===== src/rtl/rr_blocking_forwarder_pkg.sv =====
// rr_blocking_forwarder_pkg: shared types for the round-robin blocking forwarder.
//   phases_t  : controller phase (reading a channel / writing the consumer)
//   MODE_*    : payload transform selection for the MODE parameter
package rr_forwarder_types;
   typedef enum logic {SEC_READ, SEC_WRITE} phases_t;
   localparam int MODE_PASS = 0;
   localparam int MODE_INC  = 1;
endpackage


===== src/rtl/rr_blocking_forwarder_ptr_ring.sv =====
// rr_ptr_ring: round-robin channel pointer with one-hot decode.
//   clk, rst : clock, asynchronous active-high reset (ptr -> 0)
//   advance  : step ptr to the next channel, wrapping NUM_CH-1 -> 0
//   ptr      : current channel index
//   onehot   : 1 << ptr
module rr_ptr_ring #(
   parameter int NUM_CH = 4
) (
   input  logic                      clk,
   input  logic                      rst,
   input  logic                      advance,
   output logic [$clog2(NUM_CH)-1:0] ptr,
   output logic [NUM_CH-1:0]         onehot
);
   localparam int PW = $clog2(NUM_CH);

   always_ff @(posedge clk or posedge rst)
      if (rst)
         ptr <= '0;
      else if (advance)
         ptr <= (ptr == PW'(NUM_CH - 1)) ? '0 : ptr + PW'(1);

   assign onehot = NUM_CH'(1) << ptr;
endmodule


===== src/rtl/rr_blocking_forwarder.sv =====
// rr_blocking_forwarder: polls NUM_CH blocking inputs round-robin and forwards
// one message at a time, tagged with its source channel, to a blocking output.
//   clk, rst   : clock, asynchronous active-high reset
//   in_data    : channel payloads, channel i at [i*DATA_W +: DATA_W]
//   in_sync    : producer i offers data
//   in_notify  : one-hot (or zero) ready-to-take from channel i
//   out_data   : forwarded payload (optionally incremented, MODE=1)
//   out_ch     : source channel of out_data
//   out_sync   : consumer accepts
//   out_notify : out_data is on offer
//   xfer_cnt   : completed output transfers, wraps
module rr_blocking_forwarder
   import rr_forwarder_types::*;
#(
   parameter int NUM_CH = 4,
   parameter int DATA_W = 32,
   parameter int MODE   = 0,
   parameter int CNT_W  = 16
) (
   input  logic                      clk,
   input  logic                      rst,
   input  logic [NUM_CH*DATA_W-1:0]  in_data,
   input  logic [NUM_CH-1:0]         in_sync,
   output logic [NUM_CH-1:0]         in_notify,
   output logic [DATA_W-1:0]         out_data,
   output logic [$clog2(NUM_CH)-1:0] out_ch,
   input  logic                      out_sync,
   output logic                      out_notify,
   output logic [CNT_W-1:0]          xfer_cnt
);
   localparam int PW = $clog2(NUM_CH);

   phases_t           phase, phase_nxt;
   logic [PW-1:0]     ptr;
   logic [NUM_CH-1:0] ptr_dec;
   logic              take, give;
   logic [DATA_W-1:0] sel;

   // The pointer keeps moving every read cycle: on a miss it polls the next
   // channel, on a hit it already points past the served channel so the
   // search resumes there once the write completes.
   rr_ptr_ring #(.NUM_CH(NUM_CH)) u_ring (
      .clk     (clk),
      .rst     (rst),
      .advance (phase == SEC_READ),
      .ptr     (ptr),
      .onehot  (ptr_dec)
   );

   always_comb begin
      take      = (phase == SEC_READ) && in_sync[ptr];
      give      = (phase == SEC_WRITE) && out_sync;
      phase_nxt = take ? SEC_WRITE : give ? SEC_READ : phase;
      sel       = in_data[int'(ptr)*DATA_W +: DATA_W];
   end

   always_ff @(posedge clk or posedge rst)
      if (rst)
         phase <= SEC_READ;
      else
         phase <= phase_nxt;

   always_ff @(posedge clk or posedge rst)
      if (rst) begin
         out_data <= '0;
         out_ch   <= '0;
         xfer_cnt <= '0;
      end else begin
         if (take) begin
            out_data <= (MODE == MODE_INC) ? sel + DATA_W'(1) : sel;
            out_ch   <= ptr;
         end
         if (give)
            xfer_cnt <= xfer_cnt + CNT_W'(1);
      end

   // Both notifies decode from the phase register, so they are mutually exclusive.
   assign in_notify  = (phase == SEC_READ) ? ptr_dec : '0;
   assign out_notify = (phase == SEC_WRITE);
endmodule

===== config.mk =====
export PLATFORM = sky130hd
export DESIGN_NAME = rr_blocking_forwarder
export DESIGN_NICKNAME = d
export VERILOG_FILES = /design/src/rtl/rr_blocking_forwarder_pkg.sv /design/src/rtl/rr_blocking_forwarder_ptr_ring.sv /design/src/rtl/rr_blocking_forwarder.sv
export SDC_FILE = /design/constraint.sdc
export NUM_CORES = 1
export LEC_CHECK = 0
export CAP_MARGIN = 20
export CORE_MARGIN = 2
export CORE_UTILIZATION = 40
export DETAILED_ROUTE_END_ITERATION = 10
export GPL_ROUTABILITY_DRIVEN = 0
export GPL_TIMING_DRIVEN = 1
export PLACE_DENSITY = 0.86
export SLEW_MARGIN = 20
export SYNTH_ARGS = -nofsm -noshare
export SYNTH_HDL_FRONTEND = slang
export SYNTH_SLANG_ARGS = --single-unit

===== constraint.sdc =====
create_clock -name clk -period 2.8 [get_ports clk]
set_input_delay 0.42 -clock clk [delete_from_list [all_inputs] [get_ports clk]]
set_output_delay 0.42 -clock clk [all_outputs]
set_load 0.005 [all_outputs]

# Yosys cells after proc, flatten, opt, wreduce, memory -nomap -nowiden
# Index checks and enable logic that the tools add are counted.
# classes
add_sub_neg	2
n_lt_le_gt_ge	1
eq_ne	1
n_shift	2
n_mux	6
bitwise_logic	1
n_reduce_logical	3
# ops
cell	count
indexed part select 128 x 8 -> 32 bit	1
adder 16 x 1 -> 16 bit (second input constant)	1
2-to-1 mux 4 bit	1
left shift 1 x 2 -> 4 bit (first input constant)	1
less-than comparator 2 x 3 -> 1 bit (second input constant)	1
2-to-1 mux 1 bit	3
adder 2 x 1 -> 2 bit (second input constant)	1
binary-select mux 1 bit (select 2 bit)	1
== test 2 bit (second input constant)	1
logical AND 1 bit	2
2-to-1 mux 2 bit	1
nonzero test 2 bit	1
inverter 1 bit	1
# totals
register_bits	53
inputBits	135
out_inout_bits	55
word_cells	21

# Logic depth before layout (Yosys ltp)
# Gate-level depths: netlist of run 1.
# depth
depth_word	4
mapped_depth	6
depth_no_buf	4

# Cells and area by module
# Synthesis of run 1 repeated with hierarchy kept, for this count alone.
# unflattened
hier_cells	191
hier_area_um2	3084.2
# modules_own_cells
module	n_inst	cells_each	area_per_inst_um2	seq_area_each_um2
rr_blocking_forwarder	1	178	2950.3	1276.2
rr_ptr_ring	1	13	133.9	50.0

# Worst setup path before layout of run 1
# No wires, ideal clock.
# synth_timing
path_kind	reg-to-reg
startpoint	register u_ring.ptr[0]
endpoint	register out_data[10]
setup_ns	0.125
t_arrival_ns	1.644
t_required_ns	2.675
slack_ns	1.030
stages_incl_launch_ff	6
n_path_buf	2
synth_period_minus_slack_ns	1.770
path_cell_list	dfrtp_1 -> buf_6 -> mux4_2 -> nand2_8 -> buf_12 -> mux2_4
# synth_between
elab_chain_len	3
word_cells_on_any_way	4
cone_classes	1 x shift; 2 x mux; 1 x reduce/logical
# synth_rtl
item	line	rtl
start, declared	rr_blocking_forwarder_ptr_ring.sv:12	output logic [$clog2(NUM_CH)-1:0] ptr,
start signal, assigned	rr_blocking_forwarder_ptr_ring.sv:21	ptr <= (ptr == PW'(NUM_CH - 1)) ? '0 : ptr + PW'(1);
parallel branches: the longest is 3 deep, another holds indexed part select 128 x 8 -> 32 bit	-	
end signal, assigned	rr_blocking_forwarder.sv:70	out_data <= (MODE == MODE_INC) ? sel + DATA_W'(1) : sel;
end, declared	rr_blocking_forwarder.sv:25	output logic [DATA_W-1:0] out_data,
# Several ways; the timed one is not identified. The select of a mux whose other input is x is not followed.
# A chain may end at the register's enable or synchronous reset.

# Worst setup path in the final report of run 1
# layout_timing
startpoint	register u_ring.ptr[1]
endpoint	output port in_notify[2]
# layout_between
elab_chain_len	2
# layout_rtl
item	line	rtl
left shift 1 x 2 -> 4 bit	rr_blocking_forwarder_ptr_ring.sv:23	assign onehot = NUM_CH'(1) << ptr;
2-to-1 mux 4 bit	rr_blocking_forwarder.sv:78	assign in_notify = (phase == SEC_READ) ? ptr_dec : '0;
end, declared	rr_blocking_forwarder.sv:24	output logic [NUM_CH-1:0] in_notify,
# Every way passes these cells.

==> key figures, run 1 <==
Outcome
  – Status: finished, final reports clean

Yosys
  – Synth Instances: 196
  – Mean post-synth cell area: 15.60 µm²
  – Syn_nets: 336
  – Synth warnings: 0
  – Yosys top cell by area: dfrtp_1
  – Top cells by area, synth: dfrtp_1, mux4_2, mux2_4
  – Share of the yosys chip area belonging to registers: 43.39%
  – Post-synth top area share: 43.39%
  – Distinct cells, synth: 28
  – Flops & latches, synth: 53
  – Cell Area, Synth: 0.003057 mm²

Routing
  – Drt wl/cell: 16.70 µm
  – DRC Markers: 0
  – 1st-iter DRT viols: 89
  – Total number of vias: 2,489
  – DR vias/cell: 5.121
  – Routed WL: 8118 µm
  – ANT nets after route: 0
  – DRT Pass-1 Iters: 4

Clock network
  – # hold bufs at CTS: 0
  – Post-CTS Resized: 0
  – CTS Sinks: 53
  – TritonCTS clock tree: built
  – Clock insertion delay at the later pin of the skew report: 300 ps
  – H-tree Lvls: 2
  – Clock slew at reported path FFs: 110 ps
  – Post CTS Setup Buffer Count: 0
  – Root Buffer Master: clkbuf_8
  – Maximum clock insertion buffer count: 2
  – Total CTS buffers: 5

Timing
  – RSZ-0062 raised after global routing: no
  – Final setup TNS: 0 ps
  – Final period utilization: 80.13%
  – Post-route minimum period: 2244 ps
  – Setup-failing EPs final: 0
  – Clock Skew: 10.62 ps
  – Slew HR: 48.34%
  – Max-slew violation count: 0
  – Final Hold Viols: 0
  – Slew @ Worst Pin: 773.8 ps
  – Max Fclk: 445.7 MHz

Cells and area
  – Area Overhead vs Synth: 67.34%
  – ANT cells: 0
  – Share of cells above drive strength 1: 20.67%
  – Final instance area: 0.005115 mm²
  – Nets@finish: 526
  – # fillers: 517
  – Final core utilization: 69.77%

Global route
  – All-layer global routing usage: 20.05%
  – Largest net degree at the start of global routing: 38
  – Total grt overflow: 0
  – Initial antenna violation count: 0
  – First-pass GRT wire length: 13,210 µm
  – Vias in the first global route: 2,732

Setup path
  – Worst path top cell family by delay: buffers and inverters
  – Critical path launch point type: flip-flop
  – Worst path depth: 4
  – Critical path fanouts, max: 19
  – CP required: 2380 ps
  – Crit path cell chain: buf_4 > ha_1 > nor2b_1 > clkdlybuf4s50_1
  – WP buf/inv: 2
  – WS Path Type: reg2out
  – Critical path arrival: 1820 ps
  – Max incr delay on CP: 510 ps
  – Slowest cell on crit path: clkdlybuf4s50_1
  – Register-to-Register Path Depth: 4
  – CP Capture Type: output port

Floorplanning
  – Full die area: 0.008357 mm²
  – Initial Util: 41.70%
  – IO Pins: 190
  – # rows: 31
  – Core area: 0.007331 mm²
  – Die Y: 91.42 µm
  – Die width: 91.42 µm

Pwr
  – Sequential Power Share: 30.5%
  – Sw frac: 31.59%
  – Power density over the cells: 853.4 mW/mm²
  – Comb pwr share: 59.0%
  – Internal Pwr Total: 2986 µW
  – Pleak: 0.002096 µW
  – Maximum vdd ir drop: 0.4047 mV
  – Switching power: 1379 µW
  – Clock Power Share: 10.5%

Placed design
  – HPWL after DPL: 6662 µm
  – Area after DPL: 0.005017 mm²
  – Port Buffers: 189

Min path
  – Hold WC Path Type: reg2reg
  – Hold Crit Depth: 1

Flow run
  – Max Cap Viol: 0
-- flip-flops by register name (all words and copies together) (netlist names) --
name,count
xfer_cnt,16
out_ch,2
out_notify,1
u_ring.ptr,2
out_data,32
-- cell usage after synthesis --
master / number
xnor2_1: 8
clkbuf_1: 3
nor2_1: 5
buf_6: 1
ha_1: 5
buf_12: 2
or3_1: 1
buf_1: 1
o21ai_0: 4
nand2_1: 8
nand4_1: 5
buf_2: 4
inv_1: 5
nor2b_1: 4
xor2_1: 7
or2_2: 1
buf_8: 1
nand2_8: 1
mux2_2: 9
and4_1: 1
mux2_4: 20
mux4_2: 33
nor4_1: 1
nor3_1: 2
dfrtp_1: 53
and3_1: 2
nand3_1: 4
mux2_1: 5
-- logic make-up (layout without fill, tap and decap cells) --
group	after synthesis	after routing	share of synthesized area, %
and+or+nand+nor	35	35	6.386
buffers and inverters	17	208	3.929
AOI/OAI and AO/OA	4	4	0.6550
muxes	67	67	39.30
xor gates and xnor gates	15	15	4.298
DFF	53	53	43.39
adders and majority gates	5	5	2.047
-- path summary, 6_finish.rpt --
check / startpoint / slack (ps) / to
setup / recovery: u_ring.ptr[1] / 560 / in_notify[2]
hold / removal: xfer_cnt[15] / 490 / xfer_cnt[15]
setup reg to reg: u_ring.ptr[1] / 900 / out_data[22]
hold reg to reg: xfer_cnt[15] / 490 / xfer_cnt[15]
max in group asynchronous: rst / 1570 / xfer_cnt[9]
min in group asynchronous: rst / 580 / out_data[7]
-- metrics by stage --
stage               hold slack, ps  cells  worst slack, ps  total power, µW
finish                       494.7    486            556.3             4365
CTS                          496.0    486            514.7             4447
floorplan                    464.7    196             1030             2926
global route                 523.0    486            472.2             4640
detailed placement           479.2    478            567.4             3980
global placement             464.2    478            612.2             3891
-- routing by layer --
| metal | GRT usage, % | wire (µm) |
|---|---|---|
| met1 | 21.19 | 2798 |
| met3 | 5.560 | 669 |
| met5 | 0 | 0 |
| met4 | 5.177 | 157 |
| met2 | 38.60 | 4492 |
-- placed cells by master, fill, tap and decap left out, types with 2 or more instances in the layout --
cell type / netlist / routed
clkdlybuf4s50_1: 0 / 189
dfrtp_1: 53 / 52
mux4_2: 33 / 33
mux2_4: 20 / 20
mux2_2: 9 / 9
nand2_1: 8 / 8
xnor2_1: 8 / 8
xor2_1: 7 / 7
buf_4: 0 / 6
mux2_1: 5 / 5
nand4_1: 5 / 5
nor2_1: 5 / 5
ha_1: 5 / 5
clkbuf_8: 0 / 5
inv_1: 5 / 4
o21ai_0: 4 / 4
nand3_1: 4 / 4
nor2b_1: 4 / 4
and3_1: 2 / 2
nor3_1: 2 / 2
-- power groups by stage --
stage | registers, µW | clock network (µW) | logic, µW
after floorplan | 1310 | 0 | 1620
after global placement | 1330 | 0 | 2560
after detailed placement | 1350 | 0 | 2630
after CTS | 1330 | 477 | 2640
after global routing | 1380 | 506 | 2750
final | 1330 | 459 | 2570
-- final cells by class --
type	count	area, µm²	area share, %
multi-input cells	126	1610	31.48
flip-flops and latches	53	1328	25.95
repair buffers	195	1937	37.87
inverters	5	18.77	0.3669
clock buffers	5	68.82	1.345
well taps	99	123.9	2.422
clock inverters	3	28.78	0.5626
(Power assumes the default switching activity.)
==> run 2, diff against run 1 <==
--- a/config.mk
+++ b/config.mk
@@ -7,11 +7,11 @@
 export LEC_CHECK = 0
 export CAP_MARGIN = 20
 export CORE_MARGIN = 2
-export CORE_UTILIZATION = 40
+export CORE_UTILIZATION = 34
 export DETAILED_ROUTE_END_ITERATION = 10
 export GPL_ROUTABILITY_DRIVEN = 0
 export GPL_TIMING_DRIVEN = 1
-export PLACE_DENSITY = 0.86
+export PLACE_DENSITY = 0.78
 export SLEW_MARGIN = 20
 export SYNTH_ARGS = -nofsm -noshare
 export SYNTH_HDL_FRONTEND = slang
==> constraint.sdc (replaced) <==
create_clock -name clk -period 1.8 [get_ports clk]
set_input_delay 0.27 -clock clk [delete_from_list [all_inputs] [get_ports clk]]
set_output_delay 0.27 -clock clk [all_outputs]
set_load 0.005 [all_outputs]
==> key figures, run 2 (synthesis results as in run 1) <==
Outcome
  – Status: finished, final reports clean

Timing
  – Clock Skew: 12.31 ps
  – Final setup TNS: 0 ps
  – Slew @ Worst Pin: 336.7 ps
  – Slew HR: 77.55%
  – Post-route minimum period: 1765 ps
  – Max-slew violation count: 0
  – Final period utilization: 98.07%
  – Max Fclk: 566.5 MHz
  – Setup-failing EPs final: 0
  – RSZ-0062 raised after global routing: yes
  – Worst hold slack: 321.0 ps
  – Final Hold Viols: 0

Cells and area
  – Largest register by flop count: out_data
  – Area Overhead vs Synth: 72.90%
  – # fillers: 700
  – Register area: 0.001329 mm²
  – Multi-input gate area: 0.001623 mm²
  – ANT cells: 0
  – Max FFs per register: 32
  – Commonest non-fill, non-tap cells in the layout: clkdlybuf4s50_1, dfrtp_1, mux4_2, mux2_4, buf_4
  – Final instance area: 0.005285 mm²
  – Commonest non-fill, non-tap cell in the layout: clkdlybuf4s50_1
  – Nets@finish: 540
  – Share of cells above drive strength 1: 24.94%
  – Final core utilization: 60.60%
  – Leading registers by flop count: out_data (32), xfer_cnt (16)

Clock network
  – CTS Sinks: 53
  – H-tree Lvls: 2
  – Clock insertion delay at the later pin of the skew report: 310 ps
  – TritonCTS clock tree: built
  – Total CTS buffers: 5
  – # hold bufs at CTS: 0
  – Clock slew at reported path FFs: 110 ps
  – Maximum clock insertion buffer count: 2
  – Root Buffer Master: clkbuf_8

Placed design
  – Area after DPL: 0.005141 mm²
  – Port Buffers: 189
  – HPWL after DPL: 6839 µm

Pwr
  – Maximum vdd ir drop: 0.7094 mV
  – Pleak: 0.002190 µW
  – Power density over the cells: 1354 mW/mm²

Flow run
  – Max Cap Viol: 0

Routing
  – DRT Pass-1 Iters: 4
  – DRC Markers: 0
  – Drt wl/cell: 16.18 µm
  – DR vias/cell: 4.845
  – Routed WL: 8234 µm
  – Total number of vias: 2,466
  – ANT nets after route: 0
  – 1st-iter DRT viols: 36

Setup path
  – R2R Setup Slk: 30 ps
  – Register-to-Register Path Depth: 5
  – WS Path Type: reg2reg
  – CP Capture Type: flip-flop
  – Critical path fanouts, max: 11
  – Critical path launch point type: flip-flop
  – CP required: 1990 ps
  – WP buf/inv: 2
  – Critical path arrival: 1950 ps
  – Worst r2r src: u_ring.ptr[0]
  – Slowest cell on crit path: mux4_2
  – Worst path top cell family by delay: multiplexers
  – Max incr delay on CP: 560 ps
  – Worst path depth: 5
  – Crit path cell chain: buf_6 > mux4_2 > nand2_8 > buf_12 > mux2_1
  – Worst R2R End: out_data[29]

Min path
  – Hold WC Path Type: in2async

Global route
  – Largest net degree at the start of global routing: 54
  – First-pass GRT wire length: 13,340 µm
  – Total grt overflow: 0
  – Initial antenna violation count: 0
  – Vias in the first global route: 2,644
  – All-layer global routing usage: 17.39%

Floorplanning
  – Die Y: 98.82 µm
  – Full die area: 0.009764 mm²
  – Initial Util: 35.05%
  – Core area: 0.008721 mm²
  – Die width: 98.82 µm
  – # rows: 34
  – IO Pins: 190
run 2: changes by cell type in the layout (fill, tap and decap cells not counted), sizes merged:
cell           previous run  this run
buf                       6        20
clkdlybuf4s50           189       185
clkdlybuf4s15             0         2
dlygate4sd2               0         2
clkinv                    1         2
inv                       7         6
run 2: power breakdown:
part | leakage, µW | internal (µW) | total [µW] | switching (µW)
Sequential | 0.000643 | 1700 | 2060 | 360
Clock | 0.0000487 | 284 | 696 | 411
Combinational | 0.00150 | 2940 | 4400 | 1460
run 2: repair_timing:
item	CTS	global route
endpoints found under the setup margin	5	16
gates cloned	0	0
resized for setup	8	6
pin swaps	0	1
setup buffers	3	1
run 2: worst max-delay path by stage:
stage	start	endpoint	slack (ps)
finish	u_ring.ptr[0]	out_data[29]	30
detailed placement	in_sync[3]	out_data[1]	-170
floorplan	u_ring.ptr[0]	out_data[10]	30
CTS	u_ring.ptr[0]	out_data[29]	6
global placement	in_sync[3]	out_data[29]	-150
global route	u_ring.ptr[0]	out_data[29]	-10
run 2: per-layer routing:
metal / wire length, µm / global-route usage [%] / up-vias
met4: 76 / 4.004 / 0
met1: 3024 / 20.56 / 1204
met3: 582 / 4.326 / 7
met5: 0 / 0 / -
met2: 4551 / 31.76 / 106
li1: - / - / 1149
run 2: cell type report:
class | count | share of cell area (%)
Clock buffer | 5 | 1.302
Clock inverter | 3 | 0.4972
Inverter | 5 | 0.3551
Multi-Input combinational cell | 126 | 30.71
Sequential cell | 53 | 25.14
Tap cell | 108 | 2.557
Timing Repair Buffer | 209 | 39.44
run 2: stage by stage:
stage                     total power (µW)  setup WS (ps)  cells
after floorplan                       4552          30.41    196
after global placement                6360         -151.0    497
after detailed placement              6445         -165.8    497
after CTS                             7210          6.335    508
after global routing                  7629         -13.10    509
final                                 7157          34.76    509
run 2: worst register-to-register path: stages (launching register included):
cell,delay (ps)
dfrtp_2,380
buf_6,110
mux4_2,560
nand2_8,130
buf_12,150
mux2_1,330
